--- src/rtl/instruction_fetch_queue_if.sv ---
// ============================================================================
// Module : instruction_fetch_queue_if
// Brief  : Memory-port, redirect and decode-handshake bundle of the fetch queue.
// Rev    : 1.0  initial release
// ============================================================================
`default_nettype none

interface instruction_fetch_queue_if #(
   parameter int ADDR_W = 32,
   parameter int INST_W = 32
);
   logic              mem_req_valid;
   logic              mem_req_ready;
   logic [ADDR_W-1:0] mem_req_addr;
   logic              mem_rsp_valid;
   logic [INST_W-1:0] mem_rsp_data;
   logic              mem_rsp_fault;
   logic              override_pc;
   logic [ADDR_W-1:0] override_pc_addr;
   logic              valid;
   logic              ready;
   logic [INST_W-1:0] inst;
   logic [ADDR_W-1:0] inst_pc;
   logic              exception_valid;
   logic [5:0]        exception_num;

   modport master (
      output mem_req_valid, mem_req_addr, valid, inst, inst_pc,
             exception_valid, exception_num,
      input  mem_req_ready, mem_rsp_valid, mem_rsp_data, mem_rsp_fault,
             override_pc, override_pc_addr, ready
   );

   modport slave (
      input  mem_req_valid, mem_req_addr, valid, inst, inst_pc,
             exception_valid, exception_num,
      output mem_req_ready, mem_rsp_valid, mem_rsp_data, mem_rsp_fault,
             override_pc, override_pc_addr, ready
   );
endinterface

`default_nettype wire

--- src/rtl/instruction_fetch_queue.sv ---
// ============================================================================
// Module : instruction_fetch_queue
// Brief  : Pipelined in-order instruction fetch with prefetch queue and redirect.
//          Optional perf counters enabled by defining IFQ_PERF_CNT_EN.
// Rev    : 1.0  initial release
// ============================================================================
`default_nettype none

module instruction_fetch_queue #(
   parameter int              ADDR_W          = 32,
   parameter int              INST_W          = 32,
   parameter int              QUEUE_DEPTH     = 4,
   parameter int              MAX_OUTSTANDING = 2,
   parameter logic [ADDR_W-1:0] RESET_ADDR    = '0
) (
   input  logic clk,
   input  logic reset_n,
   instruction_fetch_queue_if.master bus
`ifdef IFQ_PERF_CNT_EN
   ,
   output logic [31:0] perf_fetched,
   output logic [31:0] perf_dropped
`endif
);
   localparam int PTR_W = (QUEUE_DEPTH > 1) ? $clog2(QUEUE_DEPTH) : 1;
   localparam int CNT_W = $clog2(QUEUE_DEPTH + 1);
   localparam int OUT_W = $clog2(MAX_OUTSTANDING + 1);
   localparam int SUM_W = CNT_W + 1;
   localparam logic [CNT_W-1:0]  C_DEPTH     = CNT_W'(QUEUE_DEPTH);
   localparam logic [SUM_W-1:0]  C_DEPTH_SUM = SUM_W'(QUEUE_DEPTH);
   localparam logic [PTR_W-1:0]  C_LAST      = PTR_W'(QUEUE_DEPTH - 1);
   localparam logic [OUT_W-1:0]  C_MAX_OUT   = OUT_W'(MAX_OUTSTANDING);
   localparam logic [INST_W-1:0] C_IDLE_INST = INST_W'(32'h000C_0DE0);
   localparam logic [INST_W-1:0] C_EXC_INST  = INST_W'(32'h001C_0DE0);

   logic [ADDR_W-1:0] fetch_pc_q, fetch_pc_d, rsp_pc_q, rsp_pc_d;
   logic [PTR_W-1:0]  head_q, head_d, tail_q, tail_d;
   logic [CNT_W-1:0]  count_q, count_d;
   logic [OUT_W-1:0]  outstanding_q, outstanding_d, drop_cnt_q, drop_cnt_d;
   logic              halt_q, halt_d;
   logic [ADDR_W-1:0] pc_mem_q   [QUEUE_DEPTH];
   logic [ADDR_W-1:0] pc_mem_d   [QUEUE_DEPTH];
   logic [INST_W-1:0] inst_mem_q [QUEUE_DEPTH];
   logic [INST_W-1:0] inst_mem_d [QUEUE_DEPTH];
   logic              exc_mem_q  [QUEUE_DEPTH];
   logic              exc_mem_d  [QUEUE_DEPTH];
   logic              num_mem_q  [QUEUE_DEPTH];
   logic              num_mem_d  [QUEUE_DEPTH];

   logic [SUM_W-1:0]  w_inflight;
   logic              w_aligned, w_issue, w_req_fire, w_drop, w_rsp_push;
   logic              w_exc_push, w_push, w_pop, w_valid;

   function automatic logic [PTR_W-1:0] ptr_inc(input logic [PTR_W-1:0] p);
      return (p == C_LAST) ? '0 : p + PTR_W'(1);
   endfunction

   // Credit check counts in-flight requests against free queue slots so every
   // response is guaranteed a place without back-pressuring memory.
   assign w_inflight = {{(SUM_W-OUT_W){1'b0}}, outstanding_q} + {1'b0, count_q};
   assign w_aligned  = (fetch_pc_q[1:0] == 2'b00);
   assign w_issue    = reset_n & ~bus.override_pc & ~halt_q & w_aligned
                     & (outstanding_q < C_MAX_OUT) & (w_inflight < C_DEPTH_SUM);
   assign w_req_fire = w_issue & bus.mem_req_ready;
   assign w_drop     = bus.mem_rsp_valid & (bus.override_pc | (drop_cnt_q != '0));
   assign w_rsp_push = bus.mem_rsp_valid & ~w_drop;
   assign w_exc_push = ~bus.override_pc & ~halt_q & ~w_aligned
                     & (outstanding_q == '0) & (count_q < C_DEPTH);
   assign w_push     = w_rsp_push | w_exc_push;
   assign w_valid    = (count_q != '0);
   assign w_pop      = w_valid & bus.ready & ~bus.override_pc;

   always_comb begin
      fetch_pc_d    = fetch_pc_q;
      rsp_pc_d      = rsp_pc_q;
      head_d        = head_q;
      tail_d        = tail_q;
      count_d       = count_q;
      outstanding_d = outstanding_q;
      drop_cnt_d    = drop_cnt_q;
      halt_d        = halt_q;
      pc_mem_d      = pc_mem_q;
      inst_mem_d    = inst_mem_q;
      exc_mem_d     = exc_mem_q;
      num_mem_d     = num_mem_q;

      if (w_req_fire && !bus.mem_rsp_valid)
         outstanding_d = outstanding_q + OUT_W'(1);
      else if (!w_req_fire && bus.mem_rsp_valid)
         outstanding_d = outstanding_q - OUT_W'(1);

      if (bus.override_pc) begin
         drop_cnt_d = outstanding_q - OUT_W'(bus.mem_rsp_valid);
         fetch_pc_d = bus.override_pc_addr;
         rsp_pc_d   = bus.override_pc_addr;
         halt_d     = 1'b0;
         head_d     = '0;
         tail_d     = '0;
         count_d    = '0;
      end else begin
         if (w_drop)
            drop_cnt_d = drop_cnt_q - OUT_W'(1);
         if (w_req_fire)
            fetch_pc_d = fetch_pc_q + ADDR_W'(4);
         if (w_rsp_push)
            rsp_pc_d = rsp_pc_q + ADDR_W'(4);
         if (w_exc_push)
            halt_d = 1'b1;
         if (w_push) begin
            pc_mem_d[tail_q]   = w_rsp_push ? rsp_pc_q : fetch_pc_q;
            inst_mem_d[tail_q] = (w_rsp_push && !bus.mem_rsp_fault) ? bus.mem_rsp_data
                                                                     : C_EXC_INST;
            exc_mem_d[tail_q]  = w_rsp_push ? bus.mem_rsp_fault : 1'b1;
            num_mem_d[tail_q]  = w_rsp_push;
            tail_d             = ptr_inc(tail_q);
         end
         if (w_pop)
            head_d = ptr_inc(head_q);
         if (w_push && !w_pop)
            count_d = count_q + CNT_W'(1);
         else if (!w_push && w_pop)
            count_d = count_q - CNT_W'(1);
      end
   end

   always_ff @(posedge clk or negedge reset_n) begin
      if (!reset_n) begin
         fetch_pc_q    <= RESET_ADDR;
         rsp_pc_q      <= RESET_ADDR;
         head_q        <= '0;
         tail_q        <= '0;
         count_q       <= '0;
         outstanding_q <= '0;
         drop_cnt_q    <= '0;
         halt_q        <= 1'b0;
         for (int i = 0; i < QUEUE_DEPTH; i++) begin
            pc_mem_q[i]   <= '0;
            inst_mem_q[i] <= '0;
            exc_mem_q[i]  <= 1'b0;
            num_mem_q[i]  <= 1'b0;
         end
      end else begin
         fetch_pc_q    <= fetch_pc_d;
         rsp_pc_q      <= rsp_pc_d;
         head_q        <= head_d;
         tail_q        <= tail_d;
         count_q       <= count_d;
         outstanding_q <= outstanding_d;
         drop_cnt_q    <= drop_cnt_d;
         halt_q        <= halt_d;
         pc_mem_q      <= pc_mem_d;
         inst_mem_q    <= inst_mem_d;
         exc_mem_q     <= exc_mem_d;
         num_mem_q     <= num_mem_d;
      end
   end

   assign bus.mem_req_valid   = w_issue;
   assign bus.mem_req_addr    = fetch_pc_q;
   assign bus.valid           = w_valid;
   assign bus.inst            = w_valid ? inst_mem_q[head_q] : C_IDLE_INST;
   assign bus.inst_pc         = w_valid ? pc_mem_q[head_q] : '0;
   assign bus.exception_valid = w_valid & exc_mem_q[head_q];
   assign bus.exception_num   = w_valid ? {5'b0, num_mem_q[head_q]} : 6'd0;

`ifdef IFQ_PERF_CNT_EN
   logic [31:0] perf_fetched_q, perf_fetched_d, perf_dropped_q, perf_dropped_d;

   always_comb begin
      perf_fetched_d = perf_fetched_q + {31'b0, w_pop};
      perf_dropped_d = perf_dropped_q + {31'b0, w_drop};
   end

   always_ff @(posedge clk or negedge reset_n) begin
      if (!reset_n) begin
         perf_fetched_q <= '0;
         perf_dropped_q <= '0;
      end else begin
         perf_fetched_q <= perf_fetched_d;
         perf_dropped_q <= perf_dropped_d;
      end
   end

   assign perf_fetched = perf_fetched_q;
   assign perf_dropped = perf_dropped_q;
`endif

endmodule

`default_nettype wire

--- src/flat_wrapper.sv ---
// flat-port wrapper written by rule: the top's interface ports become plain ports
module instruction_fetch_queue_flat 
#(
   parameter int              ADDR_W          = 32,
   parameter int              INST_W          = 32,
   parameter int              QUEUE_DEPTH     = 4,
   parameter int              MAX_OUTSTANDING = 2,
   parameter logic [ADDR_W-1:0] RESET_ADDR    = '0
)
  (clk, reset_n, bus_mem_req_valid, bus_mem_req_addr, bus_valid, bus_inst, bus_inst_pc, bus_exception_valid, bus_exception_num, bus_mem_req_ready, bus_mem_rsp_valid, bus_mem_rsp_data, bus_mem_rsp_fault, bus_override_pc, bus_override_pc_addr, bus_ready);
  instruction_fetch_queue_if #(.ADDR_W(ADDR_W), .INST_W(INST_W)) bus_i ();
  input  logic clk;
  input  logic reset_n;
  output wire logic [$bits(bus_i.mem_req_valid)-1:0] bus_mem_req_valid;
  output wire logic [$bits(bus_i.mem_req_addr)-1:0] bus_mem_req_addr;
  output wire logic [$bits(bus_i.valid)-1:0] bus_valid;
  output wire logic [$bits(bus_i.inst)-1:0] bus_inst;
  output wire logic [$bits(bus_i.inst_pc)-1:0] bus_inst_pc;
  output wire logic [$bits(bus_i.exception_valid)-1:0] bus_exception_valid;
  output wire logic [$bits(bus_i.exception_num)-1:0] bus_exception_num;
  input wire logic [$bits(bus_i.mem_req_ready)-1:0] bus_mem_req_ready;
  input wire logic [$bits(bus_i.mem_rsp_valid)-1:0] bus_mem_rsp_valid;
  input wire logic [$bits(bus_i.mem_rsp_data)-1:0] bus_mem_rsp_data;
  input wire logic [$bits(bus_i.mem_rsp_fault)-1:0] bus_mem_rsp_fault;
  input wire logic [$bits(bus_i.override_pc)-1:0] bus_override_pc;
  input wire logic [$bits(bus_i.override_pc_addr)-1:0] bus_override_pc_addr;
  input wire logic [$bits(bus_i.ready)-1:0] bus_ready;
  assign bus_mem_req_valid = bus_i.mem_req_valid;
  assign bus_mem_req_addr = bus_i.mem_req_addr;
  assign bus_valid = bus_i.valid;
  assign bus_inst = bus_i.inst;
  assign bus_inst_pc = bus_i.inst_pc;
  assign bus_exception_valid = bus_i.exception_valid;
  assign bus_exception_num = bus_i.exception_num;
  assign bus_i.mem_req_ready = bus_mem_req_ready;
  assign bus_i.mem_rsp_valid = bus_mem_rsp_valid;
  assign bus_i.mem_rsp_data = bus_mem_rsp_data;
  assign bus_i.mem_rsp_fault = bus_mem_rsp_fault;
  assign bus_i.override_pc = bus_override_pc;
  assign bus_i.override_pc_addr = bus_override_pc_addr;
  assign bus_i.ready = bus_ready;
  instruction_fetch_queue #(.ADDR_W(ADDR_W), .INST_W(INST_W), .QUEUE_DEPTH(QUEUE_DEPTH), .MAX_OUTSTANDING(MAX_OUTSTANDING), .RESET_ADDR(RESET_ADDR)) u_core (.clk(clk), .reset_n(reset_n), .bus(bus_i));
endmodule
--- config.mk ---
export PLATFORM = sky130hd
export DESIGN_NAME = instruction_fetch_queue_flat
export DESIGN_NICKNAME = d
export VERILOG_FILES = /design/src/rtl/instruction_fetch_queue_if.sv /design/src/rtl/instruction_fetch_queue.sv /design/src/flat_wrapper.sv
export SDC_FILE = /design/constraint.sdc
export NUM_CORES = 1
export LEC_CHECK = 0
export ABC_AREA = 1
export BUFFER_PORTS_ARGS = -buffer_cell sky130_fd_sc_hd__buf_2
export CAP_MARGIN = 15
export CORE_UTILIZATION = 38
export CTS_BUF_LIST = sky130_fd_sc_hd__clkbuf_8 sky130_fd_sc_hd__clkbuf_16
export CTS_CLUSTER_DIAMETER = 30
export DETAILED_ROUTE_END_ITERATION = 6
export SYNTH_ARGS = -nofsm -noshare
export SYNTH_HDL_FRONTEND = slang
export SYNTH_SLANG_ARGS = --single-unit
--- constraint.sdc ---
create_clock -name clk -period 3.95 [get_ports clk]
set_input_delay 0.395 -clock clk [delete_from_list [all_inputs] [get_ports clk]]
set_output_delay 0.395 -clock clk [all_outputs]
set_load 0.01 [all_outputs]
==> qor.csv, run 1 <==
stage,metric,value,unit
place,dpl_worst_slack,1177,ps
synth,ys_types,42,
layout,final_common_cell,nand2_1,
power,ir_drop,0.3555,mV
power,p_clk_share,43.3,%
layout,area.growth.synth_to_final,24.41,%
power,switching_power,0.005744,W
clock_network,cts_resized,0,
place,gp_congestion,0.8833,
sta,slew_headroom,36.26,%
route,wl,51340,µm
layout,fin_area,0.02137,mm²
power,power,0.01682,W
global_route,grt-ovfl-total,0,
power,switching_share,34.15,%
power,powerDensity,786.9,mW/mm²
setup_path,start_kind,flip-flop,
route,drc,0,
power,seqPwrFrac,29.9,%
layout,final-seq-area,0.008513,mm²
place,hpwl,33010,µm
setup_path,reg2reg_depth,8,
synth,synth-edff-count,0,
clock_network,clk_latency,600,ps
synth,synth_seq_cells,340,
global_route,grt.total_usage,22.52,%
clock_network,cts.sinks,340,
route,wire_per_inst,16.90,µm
layout,diodes,0,
synth,ys_warn_count,0,
place,place_area,0.01829,mm²
synth,yosys-top-cells-area,"dfrtp_1 (50%), nand2_1 (13%), o21ai_1 (8.5%)",
clock_network,clkTransAtPathRegs,40,ps
power,p_int,0.01108,W
setup_path,worst_setup_path_end_kind,output port,
die,dieArea,0.04607,mm²
sta,rsz0062_at_grt,false,
place,numPortBuffers,170,
sta,tns,0,ps
clock_network,cts_tree,yes,
route,antenna_left,0,
clock_network,cts_root_buf,clkbuf_16,
setup_path,r2r_slack,1310,ps
layout,drive_gt1_share,15.58,%
sta,slew_violations,0,
run,maxCapViolCount,0,
die,fp.coreArea,0.04441,mm²
route,vias_per_cell,5.144,
setup_path,worst-path-max-fanout,60,
clock_network,cts_made_buffers,85,
die,die_h,214.6,µm
global_route,grt_pass1_vias,15130,
die,rows,77,
sta,setup_viol,0,
synth,ys_async_sr_fraction,100.0,%
layout,final.fill_count,4312,
route,drt_iter0_drc,1462,
die,initial_core_util,38.68,%
synth,synth_top_area_cell,dfrtp_1,
synth,synth_area,0.01718,mm²
clock_network,cts_buffer_depth,3,
worst_hold_path,hold_path.class,in2reg,
setup_path,cp.required,3560,ps
setup_path,crit_arrival,3010,ps
synth,yosys.area.top_type_share,49.52,%
layout,final_nets,2462,
sta,fmaxAchievable,0.2938,GHz
clock_network,post_cts_buffers,0,
synth,syn_inst,2227,
synth,synth-seq-area-share,49.52,%
sta,worstMarginPinSlew,956.1,ps
sta,fin_crit,3404,ps
die,die_x,214.6,µm
setup_path,crit_type,reg2out,
global_route,antenna_found_initial,0,
global_route,grt_max_degree,86,
route,vias,15630,
synth,synth_ff_type,dfrtp_1,
status,status,"finished, final reports clean",
clock_network,cts_hold_buf,3,
sta,finalHoldViolCount,0,
die,io-pin-count,176,
sta,setup_ws,546.0,ps
synth,syn_area_per_cell,7.715,µm²
worst_hold_path,hold_depth,3,
power,p_leak,10.08,nW
layout,layout_common_cells,"nand2_1 (584), nor2_1 (351), dfrtp_1 (338)",
route,dr.pass1.iters,6,
power,p_comb_share,26.9,%
sta,finalCritPeriodShare,86.18,%
clock_network,htreeDepth,3,
layout,multi_input_area,0.007577,mm²
global_route,grt_pass1_wl,82680,µm
sta,finClkSkew,18.81,ps
[area by class of cell]
cell class | instances | area share (%)
inverter | 104 | 1.856
multi-input combinational | 1650 | 35.45
tap | 592 | 3.465
sequential | 340 | 39.83
timing repair buffer | 198 | 5.105
clock inverter | 49 | 2.845
clock buffer | 105 | 11.45
[worst max-delay path: stages (launching register included)]
cell     delay (ps)
dfrtp_4         890
buf_4           600
nor2_1          100
nor2_1          100
o21ai_0          90
a21oi_1         390
buf_2           220
[metrics by stage]
| step | cells | util [%] | hold WS (ps) |
|---|---|---|---|
| floorplan | 2231 | - | 99.41 |
| global placement | 2881 | 41.18 | 307.5 |
| detailed placement | 2881 | 41.18 | 307.1 |
| CTS | 3038 | 48.13 | 35.23 |
| global route | 3038 | 48.13 | 65.50 |
| finish | 3038 | 48.13 | 60.07 |
[sequential cells by signal, summed over array words and instances (netlist names), 3 cells and up]
| name | flops |
|---|---|
| u_core.inst_mem_q | 128 |
| u_core.pc_mem_q | 128 |
| u_core.bus.mem_req_addr | 32 |
| u_core.rsp_pc_q | 32 |
| u_core.exc_mem_q | 4 |
| u_core.num_mem_q | 4 |
| u_core.count_q | 3 |
[cell families after synthesis]
family	count (synthesis)	synth area share, %
other	1	0.02183
multiplexers	6	0.3496
adder cells (fa/ha/maj)	12	0.9176
flip-flops	340	49.52
XOR/XNOR	30	1.529
AND/OR/NAND/NOR	1041	24.39
buffers and inverters	241	6.460
AO/OA/AOI/OAI	556	16.81
[final timing paths]
path	start	endpoint
hold reg to reg	u_core.pc_mem_q[67]	u_core.pc_mem_q[67]
setup reg to reg	u_core.drop_cnt_q[0]	u_core.tail_q[0]
hold / removal	bus_override_pc_addr[31]	u_core.rsp_pc_q[31]
max in group asynchronous	reset_n	u_core.inst_mem_q[117]
setup / recovery	u_core.head_q[0]	bus_inst_pc[11]
min in group asynchronous	reset_n	u_core.inst_mem_q[34]
[power by group through the flow]
stage	clock (W)	combinational [W]	sequential, W
CTS	0.00739	0.00455	0.00501
floorplan	0	0.00309	0.00483
detailed placement	0	0.00453	0.00504
finish	0.00728	0.00452	0.00502
global route	0.00760	0.00507	0.00513
global placement	0	0.00445	0.00502
[Yosys cell counts (6+ instances only)]
master	instances
a21oi_1	68
buf_1	16
buf_2	52
buf_4	12
buf_6	12
clkbuf_1	45
dfrtp_1	340
ha_1	11
inv_1	98
mux2i_1	6
nand2_1	584
nand3_1	58
nor2_1	351
nor2_2	9
nor3_1	12
o211ai_1	19
o21ai_0	161
o21ai_1	292
o311ai_0	8
xor2_1	25
[routing by layer]
layer  global-route usage, %  wire (µm)
met5                       0          0
met4                   8.405       1436
met3                   4.525       2910
met2                   34.91      23280
met1                   31.07      23710
(Power assumes the default switching activity.)
==> inputs of run 2 (changes only) <==
BUFFER_PORTS_ARGS = default   (was -buffer_cell sky130_fd_sc_hd__buf_2)
CTS_CLUSTER_SIZE = 28   (was default)
DONT_BUFFER_PORTS = 1   (was default)
==> run 2 against run 1 <==
  * The run now ends with negative hold slack left
  * Wire length down 1.0%
  * Clock skew down 4.0 ps
  * Via count shrank 3.4%
  * Cell count shrank 5.3%
  * Utilization shrank 2.2 points
  * Non-clock buffer count is 158 lower
  * Critical path type unchanged
  * Critical endpoint is now bus_inst[10]
  * Highest routed layer unchanged
==> qor.csv, run 2 (synthesized netlist as in run 1, its figures left out) <==
stage,metric,value,unit,change
setup_path,crit_slowest_cell,buf_4,,
layout,diodes,0,,unchanged
setup_path,worst_setup_path_end_kind,output port,,
clock_network,htreeDepth,3,,unchanged
layout,final_cells,2876,,-5.3%
setup_path,crit_arrival,2660,ps,-350 ps
layout,layout_common_cells,"nand2_1 (584), nor2_1 (351), dfrtp_1 (338)",,
layout,final.fill_count,4383,,+1.6%
sta,fmaxAchievable,0.3269,GHz,+11%
layout,drive_gt1_share,8.275,%,-7.3 points
run,maxCapViolCount,0,,unchanged
place,numPortBuffers,0,,-100%
power,p_leak,9.286,nW,-7.8%
layout,area.growth.synth_to_final,18.85,%,
global_route,antenna_found_initial,1,,+1
sta,finalCritPeriodShare,77.45,%,-8.7 points
sta,slew_violations,0,,unchanged
route,drt_iter0_drc,1435,,-1.8%
die,dieArea,0.04607,mm²,unchanged
clock_network,cts_root_buf,clkbuf_16,,
die,die_h,214.6,µm,unchanged
route,antenna_left,0,,unchanged
clock_network,post_cts_buffers,0,,unchanged
sta,fin_crit,3059,ps,-344.8 ps
setup_path,cp.required,3560,ps,about the same
sta,tns,0,ps,unchanged
sta,finalHoldViolCount,340,,+340
setup_path,start_kind,flip-flop,,
global_route,grt_pass1_wl,81130,µm,-1.9%
power,ir_drop,0.4713,mV,+33%
clock_network,cts.sinks,340,,unchanged
power,powerDensity,767.4,mW/mm²,-2.5%
setup_path,r2r_slack,1290,ps,-20 ps
die,initial_core_util,38.68,%,unchanged
route,wl,50810,µm,-1.0%
layout,fin_area,0.02042,mm²,-4.5%
setup_path,worst-path-max-fanout,66,,+10%
status,failed_checks,negative hold slack,,
layout,final_common_cell,nand2_1,,
clock_network,clkTransAtPathRegs,40,ps,about the same
layout,utilization,45.97,%,-2.2 points
clock_network,cts_tree,yes,,
die,io-pin-count,176,,unchanged
die,rows,77,,unchanged
worst_hold_path,hold_path.class,in2async,,
sta,whs,-496.5,ps,-556.5 ps
place,place_area,0.01741,mm²,-4.8%
route,dr.pass1.iters,5,,-1
clock_network,cts_buffer_depth,3,,unchanged
setup_path,max_stage_delay,750,ps,-140 ps
route,vias_per_cell,5.247,,+2.0%
route,vias,15090,,-3.4%
global_route,grt-ovfl-total,0,,unchanged
die,fp.coreArea,0.04441,mm²,unchanged
layout,largestRegisters,"u_core.inst_mem_q (128), u_core.pc_mem_q (128)",,
layout,final_nets,2300,,-6.6%
sta,slew_headroom,18.88,%,-17 points
place,gp_congestion,0.9053,,+2.5%
route,wire_per_inst,17.67,µm,+4.5%
place,dp.cells,2704,,-6.1%
die,die_x,214.6,µm,unchanged
global_route,grt.total_usage,22.31,%,-0.22 points
sta,finClkSkew,14.79,ps,-4.027 ps
global_route,grt_max_degree,342,,+300%
global_route,grt_pass1_vias,14470,,-4.3%
clock_network,clk_latency,600,ps,about the same
setup_path,path_cells,inv_2 -> buf_4 -> nor2_1 -> o21ai_0 -> o311ai_0,,
sta,worstMarginPinSlew,1217,ps,+260.7 ps
clock_network,cts_hold_buf,22,,+19
sta,setup_viol,0,,unchanged
setup_path,crit_type,reg2out,,
status,status,finished with violations,,
sta,rsz0062_at_grt,false,,
place,hpwl,31390,µm,-4.9%
route,drc,0,,unchanged
clock_network,cts_made_buffers,81,,-4.7%
==> run 2: changes by cell type in the layout (fill, tap and decap cells not counted), moves of 2 or more <==
cell	delta
clkbuf_8	+3
clkinv_2	-9
clkbuf_16	-8
inv_16	+2
buf_4	-10
buf_2	-169
buf_12	+3
dlygate4sd3_1	+19
inv_1	+11
bufinv_16	-7
==> run 2: critical path, delay by kind of cell, from the launching register on <==
kind	cells	cell delay, ps
compound gates	2	450
flops	1	640
simple gates	1	100
buf+inv	2	850
==> run 2: routing by layer <==
layer	part of all wire, %	track usage, %	wire [µm]
met5	0	0	0
met2	44	33.26	22320
met3	7.0	5.475	3582
met1	46	30.85	23180
met4	3.4	9.357	1726
==> run 2: where the power goes <==
part | leakage [nW] | total [W] | switching (W) | internal, W
Combinational | 3.41 | 0.00408 | 0.00284 | 0.00123
Clock | 1.42 | 0.00658 | 0.00210 | 0.00448
Sequential | 4.46 | 0.00502 | 0.000637 | 0.00438
==> run 2: final cells by class <==
| cell class | count | area (µm²) | share of cell area, % |
|---|---|---|---|
| sequential | 340 | 8513 | 41.69 |
| clock buffer | 100 | 2288 | 11.21 |
| inverter | 104 | 396.6 | 1.943 |
| tap | 592 | 740.7 | 3.628 |
| clock inverter | 50 | 496.7 | 2.433 |
| timing repair buffer | 40 | 405.4 | 1.985 |
| multi-input combinational | 1650 | 7577 | 37.11 |
==> run 2: worst paths after layout <==
kind / from / endpoint / depth (start not counted)
worst min-delay path: reset_n / u_core.inst_mem_q[75] / 0
max in group asynchronous: reset_n / u_core.bus.mem_req_addr[18] / 0
worst min register to register: u_core.rsp_pc_q[1] / u_core.rsp_pc_q[1] / 2
worst max-delay path: u_core.head_q[1] / bus_inst[10] / 5
worst max register to register: u_core.drop_cnt_q[0] / u_core.pc_mem_q[2] / 7
min in group clk: bus_mem_rsp_data[10] / u_core.inst_mem_q[74] / 2
==> run 2: repair_timing <==
item | 4_1_cts | 5_1_grt
gates resized for setup | 0 | 0
endpoints found under the setup margin | 0 | 0
hold endpoints to repair | 369 | 340
==> run 2: per-stage QoR <==
stage / worst slack (ps) / total power [W] / hold slack [ps]
after detailed placement: 1351 / 0.009100 / 108.6
after floorplan: 1903 / 0.007918 / 99.41
after global placement: 1332 / 0.009004 / 107.0
after global routing: 710.0 / 0.01661 / -529.3
final: 890.8 / 0.01567 / -496.5
after CTS: 860.0 / 0.01579 / -520.0
==> inputs of run 3 (changes only) <==
ABC_AREA = 0   (was 1)
clock period = 2.6 ns   (was 3.95 ns; I/O delays follow)
==> run 3 against run 2 <==
  * The run still ends with negative hold slack left
  * Cell count is 20% lower
  * Highest routed layer unchanged
  * Count of clock-buffer cells in the layout is 6 higher
  * First-iteration DRC count shrank 47%
  * Clock skew increased by 14 ps
  * Global-route usage fell by 1.6 points
  * Hold slack worse by 150 ps
  * Sequential power rose by 49%
  * Largest cell class unchanged
  * Synthesized cell count is 29% lower
  * Die area shrank 6.3%
  * Critical endpoint is now u_core.bus.mem_req_addr[14]
==> qor.csv, run 3 <==
stage,metric,value,unit,change
status,status,finished with violations,,
status,failed_checks,negative hold slack,,
route,wire_per_inst,18.96,µm,+7.3%
route,dr.pass1.iters,5,,unchanged
clock_network,cts_root_buf,clkbuf_16,,
die,rows,75,,-2.6%
clock_network,cts_tree,yes,,
synth,syn_area_per_cell,10.22,µm²,+33%
global_route,grt.total_usage,20.68,%,-1.6 points
synth,ys_types,53,,+26%
clock_network,cts_hold_buf,70,,+220%
sta,whs,-641.7,ps,-145.3 ps
setup_path,timing.rr.end,u_core.bus.mem_req_addr[14],,
place,dp.cells,2060,,-24%
sta,slew_violations,0,,unchanged
synth,yosys.area.top_type_share,52.88,%,+3.4 points
die,initial_core_util,38.45,%,-0.24 points
die,die_h,207.8,µm,-3.2%
power,ir_drop,0.6115,mV,+30%
setup_path,r2r_slack,90,ps,-1200 ps
layout,multi_input_area,0.007049,mm²,-7.0%
synth,synth_top_area_cell,dfrtp_1,,
sta,finClkSkew,29.09,ps,+14.30 ps
setup_path,worst-path-max-fanout,13,,-80%
die,dieArea,0.04317,mm²,-6.3%
setup_path,crit_slowest_cell,or4b_4,,
place,hpwl,27280,µm,-13%
clock_network,cts.sinks,340,,unchanged
synth,yosys-top-cells-area,"dfrtp_1 (53%), mux4_2 (9.2%), o21ai_0 (9.1%)",,
sta,slew_headroom,27.31,%,+8.4 points
setup_path,worst_setup_path_end_kind,flip-flop,,
synth,synth-edff-count,0,,unchanged
setup_path,reg2reg_depth,6,,-1
route,antenna_left,0,,unchanged
route,vias_per_cell,5.311,,+1.2%
place,gp_congestion,0.9020,,-0.36%
layout,final_common_cell,nand2_1,,
global_route,antenna_found_initial,0,,-1
route,vias,12200,,-19%
global_route,grt_pass1_vias,12880,,-11%
die,io-pin-count,176,,unchanged
layout,diodes,0,,unchanged
sta,worstMarginPinSlew,1086,ps,-130.5 ps
synth,syn_inst,1574,,-29%
worst_hold_path,hold_path.class,in2async,,
setup_path,max_stage_delay,550,ps,-200 ps
setup_path,crit_type,reg2reg,,
setup_path,reg2reg_from,u_core.outstanding_q[1],,
run,maxCapViolCount,0,,unchanged
synth,synth_commonest_cells,"nand2_1 (346), dfrtp_1 (340), o21ai_0 (294)",,
sta,finalCritPeriodShare,96.70,%,
global_route,grt_max_degree,342,,unchanged
sta,rsz0062_at_grt,false,,
die,die_x,207.8,µm,-3.2%
synth,synth_seq_cells,340,,unchanged
setup_path,crit_arrival,3000,ps,+340 ps
power,powerDensity,1145,mW/mm²,+49%
route,drc,0,,unchanged
clock_network,clk_latency,610,ps,about the same
power,power,0.02397,W,+53%
clock_network,cts_buffer_depth,3,,unchanged
clock_network,cts_made_buffers,92,,+14%
place,dpl_worst_slack,124.9,ps,-1226 ps
synth,synth.most_common_cell,nand2_1,,
global_route,grt-ovfl-total,0,,unchanged
layout,final_cells,2298,,-20%
layout,largestRegisters,"u_core.inst_mem_q (128), u_core.pc_mem_q (128)",,
route,drt_iter0_drc,755,,-47%
clock_network,clkTransAtPathRegs,40,ps,about the same
layout,drive_gt1_share,18.31,%,+10 points
place,numPortBuffers,0,,unchanged
sta,fmaxAchievable,0.3977,GHz,
layout,final.fill_count,3720,,-15%
synth,synth-seq-area-share,52.88,%,+3.4 points
setup_path,start_kind,flip-flop,,
sta,tns,0,ps,unchanged
setup_path,path_cells,or4_4 -> or4b_4 -> buf_4 -> nor3b_1 -> xor2_1 -> mux2_2,,
sta,finalHoldViolCount,340,,unchanged
sta,setup_ws,85.69,ps,-805.1 ps
global_route,grt_pass1_wl,70490,µm,-13%
synth,synth_ff_type,dfrtp_1,,
sta,setup_viol,0,,unchanged
route,wl,43580,µm,-14%
clock_network,htreeDepth,3,,unchanged
synth,ys_warn_count,0,,unchanged
layout,area.growth.synth_to_final,30.09,%,
layout,layout_common_cells,"nand2_1 (342), dfrtp_1 (338), o21ai_0 (294)",,
die,fp.coreArea,0.04185,mm²,-5.8%
sta,fin_crit,2514,ps,
synth,ys_async_sr_fraction,100.0,%,unchanged
power,p_leak,9.237,nW,-0.53%
layout,final_nets,1770,,-23%
synth,synth_area,0.01609,mm²,-6.3%
setup_path,cp.required,3080,ps,-480 ps
layout,final-seq-area,0.008516,mm²,about the same
-- run 3: cell types whose count changed after synthesis, moves of 64 or more --
cell | previous run | this run
and2_1 | 0 | 64
inv_1 | 98 | 27
mux4_2 | 0 | 66
nand2_1 | 584 | 346
nor2_1 | 351 | 50
o21ai_0 | 161 | 294
o21ai_1 | 292 | 0
-- run 3: logic make-up after synthesis --
family	Yosys count	synth area share (%)
compound gates	346	11.35
xor+xnor	47	2.558
fa+ha+maj	12	0.9798
buf+inv	140	3.608
flops	340	52.88
mux	114	12.38
other cells	1	0.02331
simple gates	574	16.22
-- run 3: repair_timing --
action | CTS | global route
setup endpoints to repair | 46 | 2
gates resized for setup | 1 | 1
hold endpoints to repair | 543 | 340
gates cloned | 0 | 0
pin swaps | 0 | 0
setup buffers | 2 | 0
-- run 3: how the worst max path moves through the flow --
stage	from	end	slack [ps]
floorplan	u_core.outstanding_q[1]	u_core.outstanding_q[1]	280
global placement	u_core.outstanding_q[1]	u_core.bus.mem_req_addr[14]	160
detailed placement	u_core.outstanding_q[1]	u_core.bus.mem_req_addr[14]	120
CTS	u_core.head_q[0]	bus_inst[10]	20
global route	u_core.outstanding_q[1]	u_core.bus.mem_req_addr[8]	10
finish	u_core.outstanding_q[1]	u_core.bus.mem_req_addr[14]	90
-- run 3: critical path: cells and delay by family, from the launching register on --
family | cells | cell delay, ps
buf+inv | 1 | 220
flops | 1 | 430
simple gates | 3 | 1360
xor+xnor | 1 | 100
mux | 1 | 270
-- run 3: routing by layer --
metal / track usage [%] / vias up / wire [µm]
li1: - / 5713 / -
met1: 26.56 / 6022 / 18660
met2: 33.44 / 377 / 20890
met3: 5.658 / 92 / 2864
met4: 7.612 / 0 / 1171
met5: 0 / - / 0
-- run 3: area by class of cell --
class                   instances  share of cell area [%]
flip-flops and latches        340                   40.68
multi-input cells            1098                   33.68
clock buffers                 106                   11.97
repair buffers                127                   6.253
clock inverters                60                   3.688
well taps                     539                   3.222
inverters                      28                  0.5021
-- run 3: where the power goes --
| part | internal, W | switching, W |
|---|---|---|
| clock | 0.00822 | 0.00341 |
| sequential | 0.00661 | 0.000862 |
| combinational | 0.00213 | 0.00273 |
-- run 3: stage by stage --
step | utilization (%) | cell area, µm² | hold WS, ps
floorplan | - | 16110 | -35.59
global placement | 40.43 | 16920 | -27.25
detailed placement | 40.43 | 16920 | -27.01
CTS | 50.00 | 20930 | -671.9
global route | 50.01 | 20930 | -675.3
finish | 50.01 | 20930 | -641.7
